### src/rtl/vga_pkg.sv
// Shared VGA timing constants and update-arbiter state type.
package vga_pkg;

  // Default 640x480@60 timing, 100 MHz system clock
  localparam int unsigned CLK_DIV   = 4;
  localparam int unsigned H_SYNC    = 96;
  localparam int unsigned H_BACK    = 48;
  localparam int unsigned H_VISIBLE = 640;
  localparam int unsigned H_FRONT   = 16;
  localparam int unsigned V_SYNC    = 2;
  localparam int unsigned V_BACK    = 33;
  localparam int unsigned V_VISIBLE = 480;
  localparam int unsigned V_FRONT   = 10;

  localparam int unsigned H_TOTAL     = H_SYNC + H_BACK + H_VISIBLE + H_FRONT;
  localparam int unsigned V_TOTAL     = V_SYNC + V_BACK + V_VISIBLE + V_FRONT;
  localparam int unsigned H_VIS_START = H_SYNC + H_BACK;
  localparam int unsigned V_VIS_START = V_SYNC + V_BACK;

  typedef enum logic [1:0] {
    IDLE,
    GRANT,
    USED
  } upd_state_t;

endpackage

### src/rtl/vga_frame_sequencer_if.sv
// Game-logic update-window handshake between sequencer and game state.
interface vga_frame_sequencer_if;
  logic upd_req;
  logic upd_done;
  logic upd_grant;
  logic upd_overrun;

  // Game logic side
  modport master (output upd_req, output upd_done, input upd_grant, input upd_overrun);
  // Sequencer side
  modport slave (input upd_req, input upd_done, output upd_grant, output upd_overrun);
endinterface

### src/rtl/vga_update_arbiter.sv
// Grants the game logic one update window per frame during vertical blanking.
// Optional: define VGA_OVERRUN_DET_EN to flag a window that closes on a held grant.
module vga_update_arbiter
  import vga_pkg::*;
(
  input  logic clk,
  input  logic rst,
  input  logic win_open,
  input  logic win_close,
  input  logic upd_req,
  input  logic upd_done,
  output logic upd_grant,
  output logic upd_overrun
);

  upd_state_t state_q;
  logic       win_q;
  logic       in_window;

`ifdef VGA_OVERRUN_DET_EN
  logic overrun_q;
  assign upd_overrun = overrun_q;
`else
  assign upd_overrun = 1'b0;
`endif

  // Window level: the counters reset to (0,0), which is inside the window
  assign in_window = (win_q | win_open) & ~win_close;

  // Arbiter FSM with registered grant and sticky overrun flag
  always_ff @(posedge clk or posedge rst) begin
    if (rst) begin
      state_q   <= IDLE;
      win_q     <= 1'b1;
      upd_grant <= 1'b0;
`ifdef VGA_OVERRUN_DET_EN
      overrun_q <= 1'b0;
`endif
    end else begin
      if (win_open) begin
        win_q <= 1'b1;
      end else if (win_close) begin
        win_q <= 1'b0;
      end
      unique case (state_q)
        IDLE: begin
          if (in_window && upd_req) begin
            state_q   <= GRANT;
            upd_grant <= 1'b1;
          end
        end
        GRANT: begin
          if (win_close || upd_done || !upd_req) begin
            state_q   <= USED;
            upd_grant <= 1'b0;
          end
`ifdef VGA_OVERRUN_DET_EN
          // A done arriving on the closing clk still counts as on time
          if (win_close && !upd_done) begin
            overrun_q <= 1'b1;
          end
`endif
        end
        USED: begin
          if (win_close) begin
            state_q <= IDLE;
          end
        end
        default: begin
          state_q   <= IDLE;
          upd_grant <= 1'b0;
        end
      endcase
    end
  end

endmodule

### src/rtl/vga_frame_sequencer.sv
// VGA timing generator with pixel-enable divider, sync/visible decode and
// vertical-blanking update arbiter. Optional macro: VGA_OVERRUN_DET_EN.
module vga_frame_sequencer #(
  parameter int unsigned CLK_DIV   = vga_pkg::CLK_DIV,
  parameter int unsigned H_SYNC    = vga_pkg::H_SYNC,
  parameter int unsigned H_BACK    = vga_pkg::H_BACK,
  parameter int unsigned H_VISIBLE = vga_pkg::H_VISIBLE,
  parameter int unsigned H_FRONT   = vga_pkg::H_FRONT,
  parameter int unsigned V_SYNC    = vga_pkg::V_SYNC,
  parameter int unsigned V_BACK    = vga_pkg::V_BACK,
  parameter int unsigned V_VISIBLE = vga_pkg::V_VISIBLE,
  parameter int unsigned V_FRONT   = vga_pkg::V_FRONT,
  parameter bit          SYNC_POL  = 1'b0
) (
  input  logic                        clk,
  input  logic                        rst,
  output logic                        pix_en,
  output logic                        Hsync,
  output logic                        Vsync,
  output logic                        video_on,
  output logic [9:0]                  pixel_x,
  output logic [9:0]                  pixel_y,
  output logic                        frame_start,
  vga_frame_sequencer_if.slave        upd
);

  localparam int unsigned DivW = (CLK_DIV > 1) ? $clog2(CLK_DIV) : 1;
  localparam logic [DivW-1:0] DivMax = DivW'(CLK_DIV - 1);

  localparam logic [9:0] HMax      = 10'(H_SYNC + H_BACK + H_VISIBLE + H_FRONT - 1);
  localparam logic [9:0] HSyncEnd  = 10'(H_SYNC);
  localparam logic [9:0] HVisStart = 10'(H_SYNC + H_BACK);
  localparam logic [9:0] HVisEnd   = 10'(H_SYNC + H_BACK + H_VISIBLE);
  localparam logic [9:0] VMax      = 10'(V_SYNC + V_BACK + V_VISIBLE + V_FRONT - 1);
  localparam logic [9:0] VSyncEnd  = 10'(V_SYNC);
  localparam logic [9:0] VVisStart = 10'(V_SYNC + V_BACK);
  localparam logic [9:0] VVisEnd   = 10'(V_SYNC + V_BACK + V_VISIBLE);

  logic [DivW-1:0] div_q;
  logic [9:0]      h_q, v_q, h_d, v_d;
  logic            vis_d;
  logic            win_open_q, win_close_q;

  // Pixel-clock-enable divider; pix_en follows the terminal count by one clk
  always_ff @(posedge clk or posedge rst) begin
    if (rst) begin
      div_q  <= '0;
      pix_en <= 1'b0;
    end else begin
      div_q  <= (div_q == DivMax) ? '0 : div_q + 1'b1;
      pix_en <= (div_q == DivMax);
    end
  end

  // Next raster position
  always_comb begin
    h_d = h_q;
    v_d = v_q;
    if (pix_en) begin
      if (h_q == HMax) begin
        h_d = '0;
        v_d = (v_q == VMax) ? '0 : v_q + 10'd1;
      end else begin
        h_d = h_q + 10'd1;
      end
    end
  end

  assign vis_d = (h_d >= HVisStart) && (h_d < HVisEnd) && (v_d >= VVisStart) && (v_d < VVisEnd);

  // Counters and outputs decoded from the next position so they move together
  always_ff @(posedge clk or posedge rst) begin
    if (rst) begin
      h_q         <= '0;
      v_q         <= '0;
      Hsync       <= SYNC_POL;
      Vsync       <= SYNC_POL;
      video_on    <= 1'b0;
      pixel_x     <= '0;
      pixel_y     <= '0;
      frame_start <= 1'b0;
      win_open_q  <= 1'b0;
      win_close_q <= 1'b0;
    end else begin
      h_q         <= h_d;
      v_q         <= v_d;
      Hsync       <= (h_d < HSyncEnd) ? SYNC_POL : ~SYNC_POL;
      Vsync       <= (v_d < VSyncEnd) ? SYNC_POL : ~SYNC_POL;
      video_on    <= vis_d;
      pixel_x     <= vis_d ? h_d - HVisStart : '0;
      pixel_y     <= vis_d ? v_d - VVisStart : '0;
      // h_d == 0 under pix_en only on a line wrap, so these are one-clk strobes
      frame_start <= pix_en && (h_d == '0) && (v_d == '0);
      win_open_q  <= pix_en && (h_d == '0) && (v_d == VVisEnd);
      win_close_q <= pix_en && (h_d == '0) && (v_d == VVisStart);
    end
  end

  vga_update_arbiter u_arbiter (
    .clk         (clk),
    .rst         (rst),
    .win_open    (win_open_q),
    .win_close   (win_close_q),
    .upd_req     (upd.upd_req),
    .upd_done    (upd.upd_done),
    .upd_grant   (upd.upd_grant),
    .upd_overrun (upd.upd_overrun)
  );

endmodule
### src/flat_wrapper.sv
// flat-port wrapper written by rule: the top's interface ports become plain ports
module vga_frame_sequencer_flat 
#(
  parameter int unsigned CLK_DIV   = vga_pkg::CLK_DIV,
  parameter int unsigned H_SYNC    = vga_pkg::H_SYNC,
  parameter int unsigned H_BACK    = vga_pkg::H_BACK,
  parameter int unsigned H_VISIBLE = vga_pkg::H_VISIBLE,
  parameter int unsigned H_FRONT   = vga_pkg::H_FRONT,
  parameter int unsigned V_SYNC    = vga_pkg::V_SYNC,
  parameter int unsigned V_BACK    = vga_pkg::V_BACK,
  parameter int unsigned V_VISIBLE = vga_pkg::V_VISIBLE,
  parameter int unsigned V_FRONT   = vga_pkg::V_FRONT,
  parameter bit          SYNC_POL  = 1'b0
)
  (clk, rst, pix_en, Hsync, Vsync, video_on, pixel_x, pixel_y, frame_start, upd_upd_req, upd_upd_done, upd_upd_grant, upd_upd_overrun);
  vga_frame_sequencer_if upd_i ();
  input  logic clk;
  input  logic rst;
  output logic pix_en;
  output logic Hsync;
  output logic Vsync;
  output logic video_on;
  output logic [9:0] pixel_x;
  output logic [9:0] pixel_y;
  output logic frame_start;
  input wire logic [$bits(upd_i.upd_req)-1:0] upd_upd_req;
  input wire logic [$bits(upd_i.upd_done)-1:0] upd_upd_done;
  output wire logic [$bits(upd_i.upd_grant)-1:0] upd_upd_grant;
  output wire logic [$bits(upd_i.upd_overrun)-1:0] upd_upd_overrun;
  assign upd_i.upd_req = upd_upd_req;
  assign upd_i.upd_done = upd_upd_done;
  assign upd_upd_grant = upd_i.upd_grant;
  assign upd_upd_overrun = upd_i.upd_overrun;
  vga_frame_sequencer #(.CLK_DIV(CLK_DIV), .H_SYNC(H_SYNC), .H_BACK(H_BACK), .H_VISIBLE(H_VISIBLE), .H_FRONT(H_FRONT), .V_SYNC(V_SYNC), .V_BACK(V_BACK), .V_VISIBLE(V_VISIBLE), .V_FRONT(V_FRONT), .SYNC_POL(SYNC_POL)) u_core (.clk(clk), .rst(rst), .pix_en(pix_en), .Hsync(Hsync), .Vsync(Vsync), .video_on(video_on), .pixel_x(pixel_x), .pixel_y(pixel_y), .frame_start(frame_start), .upd(upd_i));
endmodule
### config.mk
export PLATFORM = sky130hd
export DESIGN_NAME = vga_frame_sequencer_flat
export DESIGN_NICKNAME = d
export VERILOG_FILES = /design/src/rtl/vga_pkg.sv /design/src/rtl/vga_frame_sequencer_if.sv /design/src/rtl/vga_update_arbiter.sv /design/src/rtl/vga_frame_sequencer.sv /design/src/flat_wrapper.sv
export SDC_FILE = /design/constraint.sdc
export NUM_CORES = 1
export LEC_CHECK = 0
export ABC_AREA = 1
export CAP_MARGIN = 15
export CELL_PAD_IN_SITES_DETAIL_PLACEMENT = 0
export CELL_PAD_IN_SITES_GLOBAL_PLACEMENT = 1
export CORE_MARGIN = 4
export CORE_UTILIZATION = 38
export CTS_CLUSTER_DIAMETER = 40
export CTS_CLUSTER_SIZE = 25
export DETAILED_ROUTE_END_ITERATION = 8
export HOLD_SLACK_MARGIN = 0.06
export PLACE_DENSITY_LB_ADDON = 0.1
export RECOVER_POWER = 100
export SETUP_SLACK_MARGIN = 0.15
export SLEW_MARGIN = 20
export SYNTH_ARGS = -nofsm -noshare
export SYNTH_HDL_FRONTEND = slang
export SYNTH_HIERARCHICAL = 1
export SYNTH_SLANG_ARGS = --single-unit
### constraint.sdc
create_clock -name clk -period 2.5 [get_ports clk]
set_clock_uncertainty 0.05 [all_clocks]
set_input_delay 0.5 -clock clk [delete_from_list [all_inputs] [get_ports clk]]
set_output_delay 0.5 -clock clk [all_outputs]
set_load 0.005 [all_outputs]
# ---- Word level (Yosys, flattened, before mapping)
# Cells that the tools add are included.
dict set report totals {
  elab_cells 76
  inputBits 4
  regBits 53
  output_inout_bits 27
}
dict set report op_classes {
  n_reduce_logical 17
  add_sub_neg 5
  muxes 19
  bitwise 4
  order_cmp 6
  n_eq_ne 10
}
# cell count
set ops {}
lappend ops {{$mux 10} 7}
lappend ops {{$eq 10x10->1 const B} 3}
lappend ops {{$add 10x1->10 const B} 2}
lappend ops {{$logic_not 10->1} 2}
lappend ops {{$lt 10x10->1 const B} 2}
lappend ops {{$eq 10x6->1 const B} 1}
lappend ops {{$ge 10x6->1 const B} 1}
lappend ops {{$ge 10x8->1 const B} 1}
lappend ops {{$lt 10x2->1 const B} 1}
lappend ops {{$lt 10x7->1 const B} 1}
lappend ops {{$sub 10x6->10 const B} 1}
lappend ops {{$sub 10x8->10 const B} 1}
lappend ops {{$logic_and 1x1->1} 8}
lappend ops {{$mux 2} 4}
lappend ops {{$mux 1} 6}
lappend ops {{$pmux 2 s3} 1}
lappend ops {{$reduce_and 3->1} 2}
lappend ops {{$eq 2x2->1 const B} 2}
lappend ops {{$ne 2x2->1 const B} 2}
lappend ops {{$pmux 1 s3} 1}
lappend ops {{$add 2x1->2 const B} 1}
lappend ops {{$eq 2x1->1 const B} 1}
lappend ops {{$logic_not 2->1} 1}
lappend ops {{$logic_or 1x1->1} 2}
lappend ops {{6 further kinds} 7}

# ---- Logic depth before layout (Yosys ltp)
dict set report depth {
  word_depth 8
  mapped_depth 18
  depth_no_buf 17
}

# ---- Hierarchy
# Netlist, hierarchy kept.
# module instances area_per_inst_um2 seq_area_each_um2 cells_each
set by_module_without_submodules {}
lappend by_module_without_submodules {vga_frame_sequencer 1 2740.1 1226.2 339}
lappend by_module_without_submodules {vga_update_arbiter 1 230.2 101.3 31}

# ---- Least setup slack after synthesis
# No wires, ideal clock.
dict set report synth_timing {
  path_type {reg2reg}
  start {register u_core.pix_en}
  end {register u_core.pixel_y[0]}
  path_buffers 2
  stages_incl_launch_ff 18
  setup_slack_ps 99
  setup_time_ps 69
  t_required_ps 2381
  arrival_time_ps 2282
  period_less_slack_ps 2401
  cell_sequence {dfrtp_1 buf_2 inv_1 nor2_1 nand2_1 xor2_1 inv_1 ha_1 nand2_1 nand2_1 nand2_1 inv_1 nand3_1 nand2_1 a21oi_2 nand2_2 buf_6 nor2_2}
}
dict set report synth_via {
  elab_chain_len 6
  elab_cells_between_ends 11
  cone_classes {add/sub (1); order compare (4); mux (3); reduce/logical (3)}
}
# item line_no
set synth_rtl {}
lappend synth_rtl {{start: declaration} vga_frame_sequencer.sv:17} ;# output logic pix_en,
lappend synth_rtl {{start signal: assignment} vga_frame_sequencer.sv:51} ;# pix_en <= (div_q == DivMax);
lappend synth_rtl {{$mux 10 *} vga_frame_sequencer.sv:59} ;# if (pix_en) begin
lappend synth_rtl {{via u_core.h_d[4]} vga_frame_sequencer.sv:40} ;# logic [9:0] h_q, v_q, h_d, v_d;
lappend synth_rtl {{$ge 10x8->1 or $lt 10x10->1 (tied branches)} vga_frame_sequencer.sv:69} ;# assign vis_d = (h_d >= HVisStart) && (h_d < HVisEnd) && (v_d >= VVisStart) && (v_d < VVisEnd);
lappend synth_rtl {{$logic_and 1x1->1 * (3 in a row)} vga_frame_sequencer.sv:69}
lappend synth_rtl {{$mux 10 *} vga_frame_sequencer.sv:91} ;# pixel_y <= vis_d ? v_d - VVisStart : '0;
lappend synth_rtl {{end signal: assignment} vga_frame_sequencer.sv:91}
lappend synth_rtl {{end: declaration} vga_frame_sequencer.sv:22} ;# output logic [9:0] pixel_y,
# The timed path passes the listed nets; every way through them passes the cells marked *.
# A chain may end at the register's enable or synchronous reset.

# ---- Final worst setup path
dict set report layout_timing {
  start {register u_core.h_q[1]}
  end {register u_core.pixel_y[2]}
}
dict set report layout_via {
  elab_cells_between_ends 15
  cone_classes {add/sub (2); order compare (4); eq/ne (1); mux (5); reduce/logical (3)}
}
# item line_no
set layout_lines {}
lappend layout_lines {{start: declaration} vga_frame_sequencer.sv:40}
lappend layout_lines {{start signal: assignment} vga_frame_sequencer.sv:74} ;# h_q <= '0;
lappend layout_lines {{start signal: assignment} vga_frame_sequencer.sv:85} ;# h_q <= h_d;
lappend layout_lines {{$eq 10x10->1 *} vga_frame_sequencer.sv:60} ;# if (h_q == HMax) begin
lappend layout_lines {{$mux 10 *} vga_frame_sequencer.sv:60}
lappend layout_lines {{$mux 10 *} vga_frame_sequencer.sv:59}
lappend layout_lines {{via u_core.v_d[0]} vga_frame_sequencer.sv:40}
lappend layout_lines {{$ge 10x6->1} vga_frame_sequencer.sv:69}
lappend layout_lines {{$logic_and 1x1->1 (2 in a row)} vga_frame_sequencer.sv:69}
lappend layout_lines {{$mux 10 *} vga_frame_sequencer.sv:91}
# Marks and branches as above.

==> run metrics <==
Post-Syn Area=2970 sq um; # setup viols final=0; Final Hold Fails=0; Ys Warns=6; largest net degree at the start of global routing=50; deepest clock path buffer count=2; P_leak=2.19 nW; Core ar.=7410 sq um; CTS Sinks=53; synth unique cells=34; crit-path max FO=9; post-synth net total=383; Die Width=96.4 microns; initial antenna violation count=0; Worst VDD drop=0.220 mV; Boundary Pins=31; Critical R2R Capture=u_core/pixel_y[2]$_DFF_PP0_; IO buf count=29; synthesis-stage register bit count=53; final wirelength=6.99 mm; Arr. time, crit path=2630 ps; status=completed; first-pass GRT wire length=11.8 mm; Die Height=96.4 microns; sw frac=23.6%; Max Clk Rate=411 MHz; combinational group share of total power=1.6%; Worst Max-Slew Pin Slew=1200 ps; minimum clock period after layout=2430 ps; DP HPWL=4.97 mm; # placed instances=525; share of the synthesized area in the top cell type=43.8%; fin crit share=97.2%; RSZ-0062 raised after global routing=true; cell internal pwr=1.06 mW; TritonCTS clock tree=yes; ys async rst share=100%; Slew HR=20.0%; antenna viol nets, final=0; share of cells above drive strength 1=34.4%; detailed-route via count=2548; root buffer cell=clkbuf_8; number of global-route vias before repair=2444; TritonRoute pass-1 iters=5; Worst Hold Launch=u_core/div_q[0]$_DFF_PP0_; Flop pwr share=61.6%; reg2reg path depth=17; Post-Layout Cell Count=556; gr usage total=16.5%; Hold Path Stages=1; Gate Count Post-Synth=370; Mapped Avg Cell Area=8.03 sq um; Switch Pwr=0.328 mW; max_cap viols=0; Startpoint Class=flop; Hold Path End=u_core/div_q[0]$_DFF_PP0_; # diodes=0; H-Tree Depth=2; Setup crit end kind=flop; aggregate global routing overflow=0; Synth area leader=dfrtp_1; worst-skew pair later-pin latency=310 ps; total CTS buffers=5; Clock transition at path regs=100 ps; power after layout=1.39 mW; RR Startpoint=u_core/h_q[1]$_DFF_PP0_; gp weighted congestion=0.781; Area contributors post-synth=dfrtp_1, nand2_1, inv_1; sequential cell area fraction in the yosys report=44.7%; Starting Density=40.1%; synthesis-to-finish area growth=41.9%; 1st-iter DRT viols=92; Clk pwr share=36.8%; Die Footprint=9290 sq um; Nets=469; wire length per cell=12.6 microns; hold_ws=377 ps; via/cell ratio=4.58; row cnt=31; Final Max Tran Viols=0; CP required=2700 ps; crit path kind=reg2reg; EDFF count, synth=0; cell area power density=330 nW/um^2; Top FF cell, synth=dfrtp_1; DR DRC count=0; worst hold-check path type=reg2reg; reg2reg setup slack=70 ps
[routing by layer]
metal  wire length [microns]  global-route usage, %  up-vias
met5                       0                      0        -
li1                        -                      -     1303
met4                      59                   3.50        0
met3                     209                   2.56        7
met1                    3530                   25.0     1196
met2                    3200                   24.9       42
[per-stage QoR]
stage	util (%)	worst slack (ps)	setup TNS (ps)	cell area, sq um
after global placement	49.3	-120	-1120	3650
after floorplan	-	163	0	3000
after detailed placement	49.3	-112	-653	3650
after CTS	55.1	85.6	0	4090
after global routing	56.9	-67.8	-970	4220
final	56.9	69.2	0	4220
[synth_stat cells, types with 3 or more instances]
master    instances
nand3_1          24
dfrtp_1          52
nand4_1           8
nand2_1          96
inv_2             5
nor2_4            4
xor2_1           10
nand3_2           6
nor2_1           40
o21ai_0           3
a21oi_1           4
nor2_2           24
o21bai_1          4
inv_1            52
ha_1              9
nand2_2           7
[registers in the layout (all words and copies together), names as in the netlist, 2 cells and up]
signal,flops
u_core/pixel_x,10
u_core/h_q,10
u_core/div_q,2
u_core/pixel_y,10
u_core/u_arbiter/state_q,2
u_core/v_q,10
[layout make-up]
type                       instances  area (sq um)
fill                             693          3190
multi-input combinational        255          1670
sequential                        53          1330
timing repair buffer              84           782
inverter                          57           215
tap                               99           124
clock buffer                       5          68.8
clock inverter                     3          25.0
[repair_timing]
item | 4_1_cts | 5_1_grt
resized for setup | 35 | 32
cloned | 1 | 0
endpoints found under the setup margin | 24 | 24
pin swaps | 6 | 10
hold buffers | 0 | 0
buffers inserted | 19 | 3
[critical path, stage by stage, from the launching register on]
cell and delay, ps:
dfrtp_1 440, ha_4 170, nand2_4 70, nor2_8 110, nand3_4 100, nor2_8 130, buf_12 130, nand2_4 50
nand2_2 40, o21a_1 150, ha_2 220, inv_2 50, nand2_2 60, nand2_2 60, a21oi_2 170, nand2_4 120
buf_12 170, nor2_2 70
[cells in the final DEF (no fill, tap or decap), types with 7 or more instances in the layout]
master	count
inv_2	7
buf_4	46
dlygate4sd3_1	15
nand3_1	20
nor2_4	18
nand4_1	8
nand2_1	83
nor2_1	29
nor2_2	21
dfrtp_1	52
nand2_2	15
xor2_1	7
inv_1	48
clkdlybuf4s50_1	14
nand3_2	8
[kinds of logic after synthesis]
family	synth area share [%]
simple gates	36.4
buf+inv	8.51
flops	44.7
compound gates	3.58
xor+xnor	2.95
fa+ha+maj	3.79
other cells	0.126
[worst max path at each step]
stage / start / end / slack, ps / depth (start not counted)
floorplan: u_core/h_q[0]$_DFF_PP0_ / u_core/pixel_y[0]$_DFF_PP0_ / 160 / 16
global placement: u_core/h_q[2]$_DFF_PP0_ / u_core/win_open_q$_DFF_PP0_ / -120 / 13
detailed placement: u_core/h_q[1]$_DFF_PP0_ / u_core/win_close_q$_DFF_PP0_ / -110 / 13
CTS: u_core/h_q[1]$_DFF_PP0_ / u_core/win_close_q$_DFF_PP0_ / 90 / 13
global route: u_core/h_q[1]$_DFF_PP0_ / u_core/pixel_y[3]$_DFF_PP0_ / -70 / 18
finish: u_core/h_q[1]$_DFF_PP0_ / u_core/pixel_y[2]$_DFF_PP0_ / 70 / 17
[power groups by stage]
stage / clock, mW / combinational (mW) / sequential, mW
after detailed placement: 0 / 0.0289 / 0.873
after global routing: 0.576 / 0.0281 / 0.857
final: 0.512 / 0.0227 / 0.857
after CTS: 0.535 / 0.0291 / 0.857
after floorplan: 0 / 0.0153 / 0.874
after global placement: 0 / 0.0287 / 0.873
Note: power is estimated with default switching activity, not from simulation.
